**config.mk**
```make
export PLATFORM = sky130hd
export DESIGN_NAME = sync_fifo
export DESIGN_NICKNAME = d
export VERILOG_FILES = /design/src/rtl/fifo_pkg.sv /design/src/rtl/fifo_ram.sv /design/src/rtl/sync_fifo.sv
export SDC_FILE = /design/constraint.sdc
export NUM_CORES = 1
export LEC_CHECK = 0
export BUFFER_PORTS_ARGS = -buffer_cell sky130_fd_sc_hd__buf_2
export CORE_MARGIN = 2
export CORE_UTILIZATION = 55
export DETAILED_ROUTE_END_ITERATION = 12
export PLACE_DENSITY = 0.72
export SLEW_MARGIN = 20
export SYNTH_ARGS = -nofsm -noshare
export SYNTH_HDL_FRONTEND = slang
export SYNTH_SLANG_ARGS = --single-unit
```
**constraint.sdc**
```tcl
create_clock -name clk -period 4 [get_ports clk]
set_input_delay 0.4 -clock clk [delete_from_list [all_inputs] [get_ports clk]]
set_output_delay 0.4 -clock clk [all_outputs]
set_load 0.03 [all_outputs]
```
**src/rtl/fifo_pkg.sv**
```systemverilog
// Shared helpers and types for the single-clock FIFO.
package fifo_pkg;

    // Pointer width: enough bits to index DEPTH entries, never less than one.
    function automatic int unsigned fifo_ptr_w(input int unsigned depth);
        int unsigned w;
        w = $clog2(depth);
        return (w < 1) ? 1 : w;
    endfunction

    // Level width: enough bits to hold 0..DEPTH inclusive.
    function automatic int unsigned fifo_lvl_w(input int unsigned depth);
        return $clog2(depth + 1);
    endfunction

    // Sticky error classification used when reporting FIFO status.
    typedef enum logic [1:0] {
        FIFO_OK  = 2'd0,
        FIFO_OVF = 2'd1,
        FIFO_UDF = 2'd2
    } fifo_err_e;

endpackage

```
**src/rtl/fifo_ram.sv**
```systemverilog
// Storage array for sync_fifo: one synchronous write port, one asynchronous read port.
module fifo_ram
    import fifo_pkg::*;
#(
    parameter int unsigned DATA_WIDTH = 32,
    parameter int unsigned DEPTH      = 16
) (
    input  logic                           clk,
    input  logic                           wr_en,
    input  logic [fifo_ptr_w(DEPTH)-1:0]   wr_addr,
    input  logic [DATA_WIDTH-1:0]          wr_data,
    input  logic [fifo_ptr_w(DEPTH)-1:0]   rd_addr,
    output logic [DATA_WIDTH-1:0]          rd_data
);

    logic [DATA_WIDTH-1:0] mem_q [DEPTH];

    // Write port; contents are intentionally not reset.
    always_ff @(posedge clk) begin
        if (wr_en) begin
            mem_q[wr_addr] <= wr_data;
        end
    end

    assign rd_data = mem_q[rd_addr];

endmodule

```
**src/rtl/sync_fifo.sv**
```systemverilog
// Single-clock FIFO with arbitrary depth, exact level, almost flags and sticky errors.
// Build option: define SYNC_FIFO_FWFT_EN for first-word-fall-through read timing.
module sync_fifo
    import fifo_pkg::*;
#(
    parameter int unsigned DATA_WIDTH = 32,
    parameter int unsigned DEPTH      = 16,
    parameter int unsigned AF_THRESH  = DEPTH - 2,
    parameter int unsigned AE_THRESH  = 2
) (
    input  logic                          clk,
    input  logic                          rst,
    input  logic                          wr_en,
    input  logic [DATA_WIDTH-1:0]         wr_data,
    output logic                          full,
    output logic                          almost_full,
    output logic                          overflow,
    input  logic                          rd_en,
    output logic [DATA_WIDTH-1:0]         rd_data,
    output logic                          rd_valid,
    output logic                          empty,
    output logic                          almost_empty,
    output logic                          underflow,
    output logic [fifo_lvl_w(DEPTH)-1:0]  level
);

    localparam int unsigned PW = fifo_ptr_w(DEPTH);
    localparam int unsigned LW = fifo_lvl_w(DEPTH);

    logic [PW-1:0]         wr_ptr_q, wr_ptr_d;
    logic [PW-1:0]         rd_ptr_q, rd_ptr_d;
    logic [LW-1:0]         level_q, level_d;
    logic                  full_q, full_d;
    logic                  empty_q, empty_d;
    logic                  afull_q, afull_d;
    logic                  aempty_q, aempty_d;
    logic                  ovf_q, ovf_d;
    logic                  udf_q, udf_d;
    logic                  push_ok, pop_ok;
    logic [DATA_WIDTH-1:0] ram_rd_data;

    // Pointer increment with explicit wrap so non-power-of-two depths work.
    function automatic logic [PW-1:0] ptr_inc(input logic [PW-1:0] p);
        return (p == PW'(DEPTH - 1)) ? '0 : p + PW'(1);
    endfunction

    fifo_ram #(
        .DATA_WIDTH (DATA_WIDTH),
        .DEPTH      (DEPTH)
    ) u_ram (
        .clk     (clk),
        .wr_en   (push_ok),
        .wr_addr (wr_ptr_q),
        .wr_data (wr_data),
        .rd_addr (rd_ptr_q),
        .rd_data (ram_rd_data)
    );

    // Accept decisions and next-state pointers, level, flags.
    always_comb begin
        push_ok  = wr_en && !full_q;
        pop_ok   = rd_en && !empty_q;
        wr_ptr_d = wr_ptr_q;
        rd_ptr_d = rd_ptr_q;
        level_d  = level_q;
        ovf_d    = ovf_q | (wr_en & full_q);
        udf_d    = udf_q | (rd_en & empty_q);
        if (push_ok) wr_ptr_d = ptr_inc(wr_ptr_q);
        if (pop_ok)  rd_ptr_d = ptr_inc(rd_ptr_q);
        if (push_ok && !pop_ok)      level_d = level_q + LW'(1);
        else if (pop_ok && !push_ok) level_d = level_q - LW'(1);
        full_d   = (level_d == LW'(DEPTH));
        empty_d  = (level_d == '0);
        afull_d  = (level_d >= LW'(AF_THRESH));
        aempty_d = (level_d <= LW'(AE_THRESH));
    end

    // Control state registers.
    always_ff @(posedge clk) begin
        if (rst) begin
            wr_ptr_q <= '0;
            rd_ptr_q <= '0;
            level_q  <= '0;
            full_q   <= 1'b0;
            empty_q  <= 1'b1;
            afull_q  <= (AF_THRESH == 0);
            aempty_q <= 1'b1;
            ovf_q    <= 1'b0;
            udf_q    <= 1'b0;
        end else begin
            wr_ptr_q <= wr_ptr_d;
            rd_ptr_q <= rd_ptr_d;
            level_q  <= level_d;
            full_q   <= full_d;
            empty_q  <= empty_d;
            afull_q  <= afull_d;
            aempty_q <= aempty_d;
            ovf_q    <= ovf_d;
            udf_q    <= udf_d;
        end
    end

`ifdef SYNC_FIFO_FWFT_EN
    // Head entry is always presented; rd_en acknowledges it.
    assign rd_data  = ram_rd_data;
    assign rd_valid = !empty_q;
`else
    logic [DATA_WIDTH-1:0] rd_data_q, rd_data_d;
    logic                  rd_valid_q, rd_valid_d;

    // Capture the head entry on an accepted pop, otherwise hold data.
    always_comb begin
        rd_data_d  = rd_data_q;
        rd_valid_d = pop_ok;
        if (pop_ok) rd_data_d = ram_rd_data;
    end

    // Read output register.
    always_ff @(posedge clk) begin
        if (rst) begin
            rd_data_q  <= '0;
            rd_valid_q <= 1'b0;
        end else begin
            rd_data_q  <= rd_data_d;
            rd_valid_q <= rd_valid_d;
        end
    end

    assign rd_data  = rd_data_q;
    assign rd_valid = rd_valid_q;
`endif

    assign full         = full_q;
    assign empty        = empty_q;
    assign almost_full  = afull_q;
    assign almost_empty = aempty_q;
    assign overflow     = ovf_q;
    assign underflow    = udf_q;
    assign level        = level_q;

endmodule

```
# Word-level counts from Yosys, hierarchy flattened
# Memory sizes are Yosys's and may differ from the RTL's. A register that Yosys moved wholly into a read port is not among the register bits.
# Index checks and enable logic that the tools add are counted.
dict set report op_classes {
  n_eq_ne 3
  order_cmp 2
  reduce_logical 9
  n_addsub 4
  n_mux 6
  bitwise_logic 4
}
# operator n
set ops {}
lappend ops {{$mux 5} 2}
lappend ops {{$add 4x1->4 const B} 2}
lappend ops {{$eq 4x4->1 const B} 2}
lappend ops {{$mux 4} 2}
lappend ops {{$add 5x1->5 const B} 1}
lappend ops {{$eq 5x5->1 const B} 1}
lappend ops {{$ge 5x4->1 const B} 1}
lappend ops {{$le 5x2->1 const B} 1}
lappend ops {{$logic_not 5->1} 1}
lappend ops {{$sub 5x1->5 const B} 1}
lappend ops {{$logic_and 1x1->1} 4}
lappend ops {{$logic_not 1->1} 4}
lappend ops {{$and 1x1->1} 2}
lappend ops {{$mux 1} 2}
lappend ops {{$or 1x1->1} 2}
dict set report totals {
  wordCells 39
  ram_bits 512
  register_bits 20
  mem_count 1
}
# memory words word_bits rd rd_ports_with_merged_regs wr line
set memory_table {}
lappend memory_table {u_ram.mem_q 16 32 1 1 1 fifo_ram.sv:16} ;# logic [DATA_WIDTH-1:0] mem_q [DEPTH];

# Longest topological paths before layout
# Gate-level depths: netlist (run 1).
dict set report depth {
  ltp_word 7
  ltp_mapped 7
  ltp_nobuf 6
}

# Cells and area by module
# From an unflattened synthesis (run 1), not the netlist that was laid out.
dict set report hier_totals {
  cells_unflattened 1055
  hier_area_um2 21261.6
}
# mod area_per_inst_um2 n_inst cells_per_inst
set by_module_without_submodules {}
lappend by_module_without_submodules {fifo_ram 19213.4 1 806}
lappend by_module_without_submodules {sync_fifo 2048.2 1 249}

# Worst setup path after synthesis (run 1)
# Ideal clock, no wire load.
dict set report synth_timing {
  kind {register to register}
  start {register full_q, in the netlist full}
  end {memory u_ram.mem_q[3][0] (enable)}
  arrival_time_ns 3.155
  required_ns 3.539
  path_slack_ns 0.384
  stages_incl_launch_ff 5
  synth_period_minus_slack_ns 3.616
  cell_sequence {dfxtp_1 -> and2b_4 -> buf_6 -> nand2_1 -> nor3_1}
}
dict set report synth_via {
  elab_chain_cells 4
}
# element line
set synth_rtl {}
lappend synth_rtl {{start, declared} sync_fifo.sv:33} ;# logic full_q, full_d;
lappend synth_rtl {{start signal, assigned} sync_fifo.sv:94} ;# full_q <= full_d;
lappend synth_rtl {{$logic_not 1->1} sync_fifo.sv:61} ;# push_ok = wr_en && !full_q;
lappend synth_rtl {{$logic_and 1x1->1} sync_fifo.sv:61}
lappend synth_rtl {{$mux 1} fifo_ram.sv:20} ;# if (wr_en) begin
lappend synth_rtl {{$mux 1 (not written as such)} fifo_ram.sv:21} ;# mem_q[wr_addr] <= wr_data;
lappend synth_rtl {{end, declared} fifo_ram.sv:16}
# Every way passes these cells.

# Final worst setup path (run 1)
dict set report layout_timing {
  start {register wr_ptr_q[3]}
  end {memory u_ram.mem_q[8][18] (enable)}
}
# element line
set layout_lines {}
lappend layout_lines {{start, declared} sync_fifo.sv:30} ;# logic [PW-1:0] wr_ptr_q, wr_ptr_d;
lappend layout_lines {{start signal, assigned} sync_fifo.sv:91} ;# wr_ptr_q <= wr_ptr_d;
# No word-level cell before the write port.

==> results of run 1 <==
worst max-delay path, delay by kind of cell, from the launching register on:
family,cells,cell delay [ns]
buffers and inverters,1,0.41
and+or+nand+nor,2,1.15
DFF,1,0.58
layout by cell type (no fill, tap or decap), drive strengths merged, types with 2 or more instances in the layout:
cell type	n
nand3	3
xor2	3
a21oi	13
nor4	2
clkinv	18
and3b	2
a22o	33
edfxtp	512
o21ai	3
buf	114
nor2	26
inv	6
dfxtp	52
ha	7
o31ai	2
a21boi	2
and2b	2
clkinvlp	6
xnor2	2
or4	2
nor2b	2
a22oi	64
a211oi	3
clkbuf	73
nor3	8
or2	2
nand2b	4
mux4	128
bufinv	4
nand2	48
registers in the layout, summed over array words and instances (netlist names), 4 cells and up:
signal	flops
rd_data	32
rd_ptr_q	4
u_ram.mem_q	512
wr_ptr_q	4
level	5
synth_stat cells (2+ instances only):
cell | instances | area (µm²)
mux4_2 | 128 | 2883
xor2_1 | 3 | 26.28
edfxtp_1 | 512 | 15370
nor2_1 | 26 | 97.59
nor2b_1 | 2 | 12.51
a211oi_1 | 3 | 22.52
clkbuf_1 | 35 | 131.4
a22o_1 | 33 | 289.0
nor3_1 | 8 | 40.04
ha_1 | 7 | 87.58
buf_6 | 10 | 112.6
a21boi_2 | 2 | 22.52
inv_1 | 5 | 18.77
buf_2 | 10 | 50.05
a21oi_1 | 13 | 65.06
nand2b_1 | 3 | 18.77
nand2_1 | 48 | 180.2
a22oi_1 | 64 | 480.5
nand3_1 | 3 | 15.01
buf_1 | 2 | 7.510
dfxtp_1 | 52 | 1041
xnor2_1 | 2 | 17.52
o21ai_0 | 3 | 15.01
o31ai_1 | 2 | 15.01
layer usage:
metal,wire length (µm),track usage,share of wire
met5,12,0,0.00027
met1,18590,0.3203,0.42
met2,21970,0.3611,0.49
met3,3146,0.04458,0.071
met4,724,0.05688,0.016
power by group:
| group | internal (mW) | switching [mW] |
|---|---|---|
| registers | 6.57 | 0.118 |
| logic | 0.569 | 0.694 |
| clock network | 2.93 | 2.17 |
| total | 10.1 | 2.98 |
final cells by class:
| cell class | instances | area [µm²] |
|---|---|---|
| clock buffers | 73 | 1515 |
| clock inverters | 29 | 284.0 |
| fillers | 2498 | 13560 |
| inverters | 5 | 18.77 |
| multi-input cells | 369 | 4599 |
| flip-flops and latches | 564 | 16420 |
| well taps | 511 | 639.4 |
| repair buffers | 114 | 800.8 |
final timing paths:
path / start / to / slack, ns / cells after the start
min reg2reg: rd_data[7]$_SDFFE_PP0P_ / rd_data[7]$_SDFFE_PP0P_ / 0.47 / 1
min: wr_en / overflow$_SDFF_PP0_ / 0.07 / 3
max: wr_ptr_q[3]$_SDFFE_PP0P_ / u_ram.mem_q[8][18]$_DFFE_PP_ / 1.53 / 3
max reg2reg: wr_ptr_q[3]$_SDFFE_PP0P_ / u_ram.mem_q[8][18]$_DFFE_PP_ / 1.53 / 3
cell families after synthesis:
logic type	after synthesis	share of synthesized area
DFF	564	0.7743
buffers and inverters	63	0.01576
AOI/OAI and AO/OA	124	0.04450
adders and majority gates	7	0.004131
and+or+nand+nor	105	0.02325
xor gates and xnor gates	5	0.002066
muxes	128	0.1360
==> results.json, run 1 <==
{
  "placed_cell_area_um2": 22430,
  "outcome": "completed",
  "crit_path_top_delay_cell": "nor2_4",
  "cts_sinks": 564,
  "max_freq_mhz": 405.6,
  "worstSetupEndpointType": "flip-flop",
  "cts_root_buf": "clkbuf_16",
  "gr-total-overflow": 0,
  "clk_pin_slew_ns": 0.06,
  "dr.pass1.iters": 5,
  "syn_area_um2": 21200,
  "hold_viol": 0,
  "timing_worst_setup_path_type": "flip-flop to flip-flop",
  "port-buffer-count": 79,
  "ys_types": 44,
  "syn_nets": 1039,
  "vias": 10317,
  "nets": 1151,
  "cap_viol_max_count": 0,
  "post-place-ws_ns": 1.551,
  "synth-seq-area-share": 0.7743,
  "synth_ff_type": "edfxtp_1",
  "syn_inst": 996,
  "via_per_inst": 6.196,
  "worst_slew_pin_slew_ns": 0.9958,
  "avgSynthCellArea_um2": 21.29,
  "fin_ws_ns": 1.535,
  "grtUsageTotal": 0.2241,
  "yosys_register_bits": 564,
  "skew_ns": 0.02156,
  "holdBufCountCts": 0,
  "drt_iter0_drc": 1070,
  "place.gp.congestion": 0.7564,
  "layout-drive-gt1-share": 0.3120,
  "cts_setup_buffers": 0,
  "critPathMaxStageDelay_ns": 0.77,
  "postLayoutCoreUtil": 0.6416,
  "wl_per_cell_um": 26.69,
  "worstPathRequired_ns": 4.28,
  "synthArstFlopShare": 0,
  "io_pins": 80,
  "die_w_um": 200.3,
  "total_power_mw": 13.05,
  "syn_to_final_growth_pct": 14.53,
  "initial_utilization": 0.5602,
  "powerDensity_nw_per_um2": 537.3,
  "insertion_delay_ns": 0.60,
  "final_area_um2": 24280,
  "yosys_warnings": 0,
  "cts_max_level": 2,
  "tns_ns": 0,
  "hpwl_um": 24920,
  "whs_ns": 0.06745,
  "antenna_found_initial": 2,
  "rows": 71,
  "ctsResizeCount": 0,
  "grt_pass1_vias": 10478,
  "antenna_cells": 0,
  "cts_tree": "done",
  "path_cells": "nand2b_1 -> nor2_4 -> buf_4",
  "rsz0062_at_grt": "false",
  "cts_buffers": 54,
  "drv_slew": 0,
  "hold_path.class": "input port to flip-flop",
  "stdcell_count": 1665,
  "maxSlewHeadroom": 0.3362,
  "startpoint_type": "flip-flop",
  "clk_path_buf_depth": 3,
  "fin_crit_ns": 2.465,
  "crit_fanout": 20,
  "drcViolationCount": 0,
  "drt-total-wl_um": 44440,
  "grt_max_degree": 55,
  "setup_viol": 0,
  "coreArea_um2": 37840,
  "drtAntennaViolNets": 0,
  "critical_path_arrival_ns": 2.75,
  "die_h_um": 200.3,
  "grt_pass1_wl_um": 66720,
  "period_share": 0.6163,
  "dp_cells": 1561,
  "vdd_drop_max_v": 0.0003713,
  "leakage_nw": 7.779,
  "die_area_um2": 40130,
  "synth_edf_count": 512
}
Power figures use the tool's default switching activity.
==> inputs of run 2 (changes only) <==
==> constraint.sdc (replaced) <==
create_clock -name clk -period 2.29 [get_ports clk]
set_input_delay 0.229 -clock clk [delete_from_list [all_inputs] [get_ports clk]]
set_output_delay 0.229 -clock clk [all_outputs]
set_load 0.03 [all_outputs]
==> run 2 against run 1 <==
Against the previous run: sequential share of layout area decreased by 0.59 points; clock skew decreased by 0.0093 ns; total power increased by 72%; fmax increased by 26%; setup slack got worse by 1.2 ns; worst hold slack got worse by 0.044 ns; design area increased by 0.88%; global-route usage increased by 0.81 points; routed wire length increased by 3.6%; register-to-register slack got worse by 1.2 ns; sequential cell count unchanged; largest cell class unchanged; highest routed layer unchanged.
==> results.json, run 2 (synthesis results as in run 1) <==
{
  "outcome": "completed",
  "max_freq_mhz": 509.1,
  "die_area_um2": 40130,
  "clk_path_buf_depth": 3,
  "drtAntennaViolNets": 0,
  "nFillCells": 2482,
  "insertion_delay_ns": 0.58,
  "coreArea_um2": 37840,
  "postLayoutCoreUtil": 0.6473,
  "drt_iter0_drc": 1086,
  "syn_to_final_growth_pct": 15.54,
  "port-buffer-count": 79,
  "worstSetupEndpointType": "flip-flop",
  "rsz0062_at_grt": "false",
  "antenna_cells": 0,
  "cts_buffers": 55,
  "drv_slew": 0,
  "dr.pass1.iters": 5,
  "period_share": 0.8577,
  "critical_path_arrival_ns": 2.42,
  "maxUsedRoutingLayer": "met5",
  "die_w_um": 200.3,
  "die_h_um": 200.3,
  "worstSetupEndpoint": "rd_data[25]$_SDFFE_PP0P_",
  "grt_pass1_wl_um": 68120,
  "cp-startpoint": "rd_ptr_q[0]$_SDFFE_PP0P_",
  "nets": 1163,
  "grt_pass1_vias": 10597,
  "wl_per_cell_um": 27.51,
  "leakage_nw": 7.820,
  "post-place-ws_ns": 0.3323,
  "place.gp.congestion": 0.7178,
  "maxSlewHeadroom": 0.3459,
  "fin_ws_ns": 0.3258,
  "cap_viol_max_count": 0,
  "hold_viol": 0,
  "wl_met1_um": 18420,
  "powerDensity_nw_per_um2": 917.7,
  "cts_sinks": 564,
  "path_cells": "buf_12 -> mux4_2 -> a22oi_1 -> nand2_1 -> a22o_1",
  "antenna_found_initial": 2,
  "total_power_mw": 22.48,
  "clk_pin_slew_ns": 0.06,
  "cts_max_level": 2,
  "mostFrequentLayoutCells": "512 x edfxtp_1, 128 x mux4_2, 79 x buf_2, 64 x a22oi_1, 57 x clkbuf_16",
  "largest_reg_flops": 512,
  "via_per_inst": 6.197,
  "setup_viol": 0,
  "worst_slew_pin_slew_ns": 0.9789,
  "critPathMaxStageDelay_ns": 0.55,
  "timing_worst_setup_path_type": "flip-flop to flip-flop",
  "drt-total-wl_um": 46030,
  "seq_area_um2": 16420,
  "vdd_drop_max_v": 0.0005866,
  "reg2reg_depth": 5,
  "cts_tree": "done",
  "multi_input_area_um2": 4624,
  "drcViolationCount": 0,
  "cts_root_buf": "clkbuf_16",
  "crit_fanout": 37,
  "io_pins": 80,
  "grt_max_degree": 45,
  "layout-drive-gt1-share": 0.3046,
  "initial_utilization": 0.5602,
  "fin_crit_ns": 1.964,
  "worstPathRequired_ns": 2.74,
  "reg2reg_to": "rd_data[25]$_SDFFE_PP0P_",
  "wl_met3_um": 3315,
  "skew_ns": 0.01225,
  "crit_path_top_delay_cell": "mux4_2",
  "hold_path.class": "input port to flip-flop",
  "top_register": "u_ram.mem_q",
  "grtUsageTotal": 0.2322,
  "final_common_cell": "edfxtp_1",
  "gr-total-overflow": 0,
  "rows": 71,
  "r2r_slack_ns": 0.33,
  "r2r_start": "rd_ptr_q[0]$_SDFFE_PP0P_",
  "wl_met2_um": 23350,
  "hpwl_um": 23830,
  "startpoint_type": "flip-flop",
  "vias": 10368
}
==> run 2: changes by cell type in the layout (fill, tap and decap cells not counted), moves of 2 or more <==
cell           before  now
clkinvlp_4          6    1
nor3_2              4    0
nor3_4              0    4
clkinv_1            5   13
dlygate4sd3_1       0    4
clkinv_4            1    3
buf_12              5   25
buf_4              26   17
clkinv_8            2    0
clkbuf_1           12   14
clkinv_2           10    6
clkbuf_8            5    1
buf_16              4    0
==> run 2: worst min path at each step <==
| stage | from | to | slack (ns) | depth (start not counted) |
|---|---|---|---|---|
| CTS | wr_data[8] | u_ram.mem_q[0][8]$_DFFE_PP_ | 0.001 | 1 |
| floorplan | wr_data[0] | u_ram.mem_q[0][0]$_DFFE_PP_ | 0.33 | 0 |
| finish | wr_data[15] | u_ram.mem_q[6][15]$_DFFE_PP_ | 0.02 | 1 |
| global route | wr_data[25] | u_ram.mem_q[11][25]$_DFFE_PP_ | 0.02 | 1 |
| global placement | overflow$_SDFF_PP0_ | overflow$_SDFF_PP0_ | 0.44 | 2 |
| detailed placement | rd_data[5]$_SDFFE_PP0P_ | rd_data[5]$_SDFFE_PP0P_ | 0.46 | 1 |
==> run 2: critical path: cells and delay by family, from the launching register on <==
family,cells,cell delay (ns)
muxes,1,0.55
AOI/OAI and AO/OA,2,0.45
DFF,1,0.42
buffers and inverters,1,0.30
and+or+nand+nor,1,0.09
==> run 2: timing repair <==
action | 4_1_cts | 5_1_grt
hold buffers | 4 | 0
resized for setup | 0 | 0
setup buffers | 0 | 0
hold endpoints to repair | 13 | 0
endpoints found under the setup margin | 0 | 0
==> run 2: layer usage <==
metal | track usage | vias to the layer above
met2 | 0.3905 | 449
met5 | 0 | -
met1 | 0.3197 | 5439
met3 | 0.03840 | 67
met4 | 0.06429 | 4
li1 | - | 4409
==> run 2: area by class of cell <==
type,instances,area share
sequential,564,0.6705
inverter,5,0.0007662
multi-input combinational,369,0.1888
timing repair buffer,125,0.04342
clock buffer,72,0.06094
tap,511,0.02610
clock inverter,27,0.009501
==> run 2: per-stage QoR <==
stage          instances  TNS [ns]  cell area [µm²]  hold WS [ns]
2_1_floorplan        996   -132.61            21240        0.3279
3_3_place_gp        1570         0            22730        0.4440
3_5_place_dp        1570         0            22730        0.4634
4_1_cts             1673         0            24490      0.001145
5_1_grt             1673         0            24490       0.02439
6_report            1673         0            24490       0.02393
==> run 2: power by group <==
group          leakage, nW  total, mW  internal [mW]  switching [mW]
Combinational         1.93       2.24           1.01            1.24
Sequential            5.05       11.6           11.5           0.155
Clock                0.839       8.61           5.01            3.60
Total                 7.82       22.5           17.5            4.99
==> inputs of run 3 (changes only) <==
--- a/config.mk
+++ b/config.mk
@@ -7,9 +7,8 @@
 export LEC_CHECK = 0
 export BUFFER_PORTS_ARGS = -buffer_cell sky130_fd_sc_hd__buf_2
 export CORE_MARGIN = 2
-export CORE_UTILIZATION = 55
+export CORE_UTILIZATION = 43
 export DETAILED_ROUTE_END_ITERATION = 12
-export PLACE_DENSITY = 0.72
 export SLEW_MARGIN = 20
 export SYNTH_ARGS = -nofsm -noshare
 export SYNTH_HDL_FRONTEND = slang
==> run 3 against run 2 <==
Against the previous run: combinational power rose by 4%; sequential power hardly changed; sequential cell count unchanged; die area grew 27%; design area grew 2.6%; total power up 1.9%; register-to-register slack got worse by 0.04 ns; count of clock-buffer cells in the layout increased by 2; largest cell class unchanged; largest power group unchanged.
==> results.json, run 3 (synthesis results as in run 1) <==
{
  "dr.pass1.iters": 5,
  "nets": 1203,
  "cts_tree": "done",
  "timing_worst_setup_path_type": "flip-flop to flip-flop",
  "period_share": 0.8748,
  "insertion_delay_ns": 0.61,
  "skew_ns": 0.01442,
  "fin_ws_ns": 0.2868,
  "maxSlewHeadroom": 0.6929,
  "critical_path_arrival_ns": 2.50,
  "worstSetupEndpointType": "flip-flop",
  "via_per_inst": 5.575,
  "max_freq_mhz": 499.2,
  "rsz0062_at_grt": "false",
  "cts_root_buf": "clkbuf_16",
  "holdBufCountCts": 35,
  "drcViolationCount": 0,
  "io_pins": 80,
  "wl_per_cell_um": 26.18,
  "postLayoutCoreUtil": 0.5147,
  "port-buffer-count": 79,
  "drv_slew": 0,
  "initial_utilization": 0.4340,
  "dp_cells": 1730,
  "crit_fanout": 20,
  "startpoint_type": "flip-flop",
  "drt-total-wl_um": 48950,
  "ctsResizeCount": 0,
  "post-place-ws_ns": 0.2584,
  "cap_viol_max_count": 0,
  "layout-drive-gt1-share": 0.3037,
  "worstPathRequired_ns": 2.79,
  "hold_path.class": "input port to flip-flop",
  "powerDensity_nw_per_um2": 911.5,
  "coreArea_um2": 48850,
  "grtUsageTotal": 0.1980,
  "drtAntennaViolNets": 0,
  "die_h_um": 226.0,
  "fin_crit_ns": 2.003,
  "tns_ns": 0,
  "rows": 81,
  "die_w_um": 226.0,
  "cts_setup_buffers": 0,
  "final_common_cell": "edfxtp_1",
  "drt_iter0_drc": 1162,
  "clk_path_buf_depth": 3,
  "top_register": "u_ram.mem_q",
  "die_area_um2": 51100,
  "leakage_nw": 8.028,
  "vias": 10425,
  "clk_pin_slew_ns": 0.06,
  "grt_pass1_vias": 10832,
  "crit_path_top_delay_cell": "mux4_2",
  "vdd_drop_max_v": 0.0005607,
  "gr-total-overflow": 0,
  "syn_to_final_growth_pct": 18.58,
  "grt_pass1_wl_um": 72190,
  "grt_max_degree": 53,
  "mostFrequentLayoutCells": "512 x edfxtp_1, 128 x mux4_2, 79 x buf_2, 64 x a22oi_1, 58 x clkbuf_16",
  "cpMostUsedCell": "buf_12",
  "cts_max_level": 2,
  "outcome": "completed",
  "total_power_mw": 22.91,
  "whs_ns": 0.03665,
  "path_cells": "buf_12 -> buf_12 -> mux4_2 -> a22oi_1 -> nand2_1 -> a22o_1",
  "hold_viol": 0,
  "critPathMaxStageDelay_ns": 0.52,
  "largest_reg_flops": 512,
  "final_area_um2": 25140,
  "cts_sinks": 564,
  "hpwl_um": 25410,
  "worst_slew_pin_slew_ns": 0.4596,
  "place.gp.congestion": 0.7452,
  "setup_viol": 0,
  "stdcell_count": 1870,
  "cts_buffers": 57,
  "r2r_slack_ns": 0.29,
  "antenna_found_initial": 2,
  "placed_cell_area_um2": 23000
}
run 3: changes by cell type in the layout (fill, tap and decap cells not counted), sizes merged:
cell / delta
dlygate4sd3: +31
clkinv: +1
clkbuf: +2
buf: +7
diode: +1
clkinvlp: +1
bufinv: +1
run 3: final cells by class:
type | instances | area, µm²
fillers | 3932 | 23710
flip-flops and latches | 564 | 16420
diodes | 1 | 2.502
well taps | 664 | 830.8
clock buffers | 74 | 1511
clock inverters | 30 | 277.8
repair buffers | 163 | 1451
multi-input cells | 369 | 4624
inverters | 5 | 18.77
run 3: worst paths after layout:
kind	from	to	depth (start not counted)
max	rd_ptr_q[0]$_SDFFE_PP0P_	rd_data[23]$_SDFFE_PP0P_	6
min	wr_data[29]	u_ram.mem_q[10][29]$_DFFE_PP_	1
max reg2reg	rd_ptr_q[0]$_SDFFE_PP0P_	rd_data[23]$_SDFFE_PP0P_	6
min reg2reg	overflow$_SDFF_PP0_	overflow$_SDFF_PP0_	2
run 3: worst max-delay path: cells and delay by family (launching register included):
family / cells / cell delay (ns)
compound gates: 2 / 0.45
buf+inv: 2 / 0.43
flops: 1 / 0.39
mux: 1 / 0.52
simple gates: 1 / 0.10
run 3: layer usage:
| layer | global-route usage | vias to the layer above | routed length (µm) |
|---|---|---|---|
| met5 | 0 | - | 7 |
| met4 | 0.04945 | 2 | 851 |
| met3 | 0.03786 | 64 | 2753 |
| met2 | 0.3247 | 297 | 24230 |
| met1 | 0.2753 | 5557 | 21110 |
| li1 | - | 4505 | - |
run 3: power breakdown:
part           total [mW]  leakage, nW  switching, mW  internal, mW
sequential           11.6         5.05          0.146          11.5
combinational        2.34         2.11           1.29          1.05
clock                8.95        0.872           3.76          5.19
total                22.9         8.03           5.20          17.7
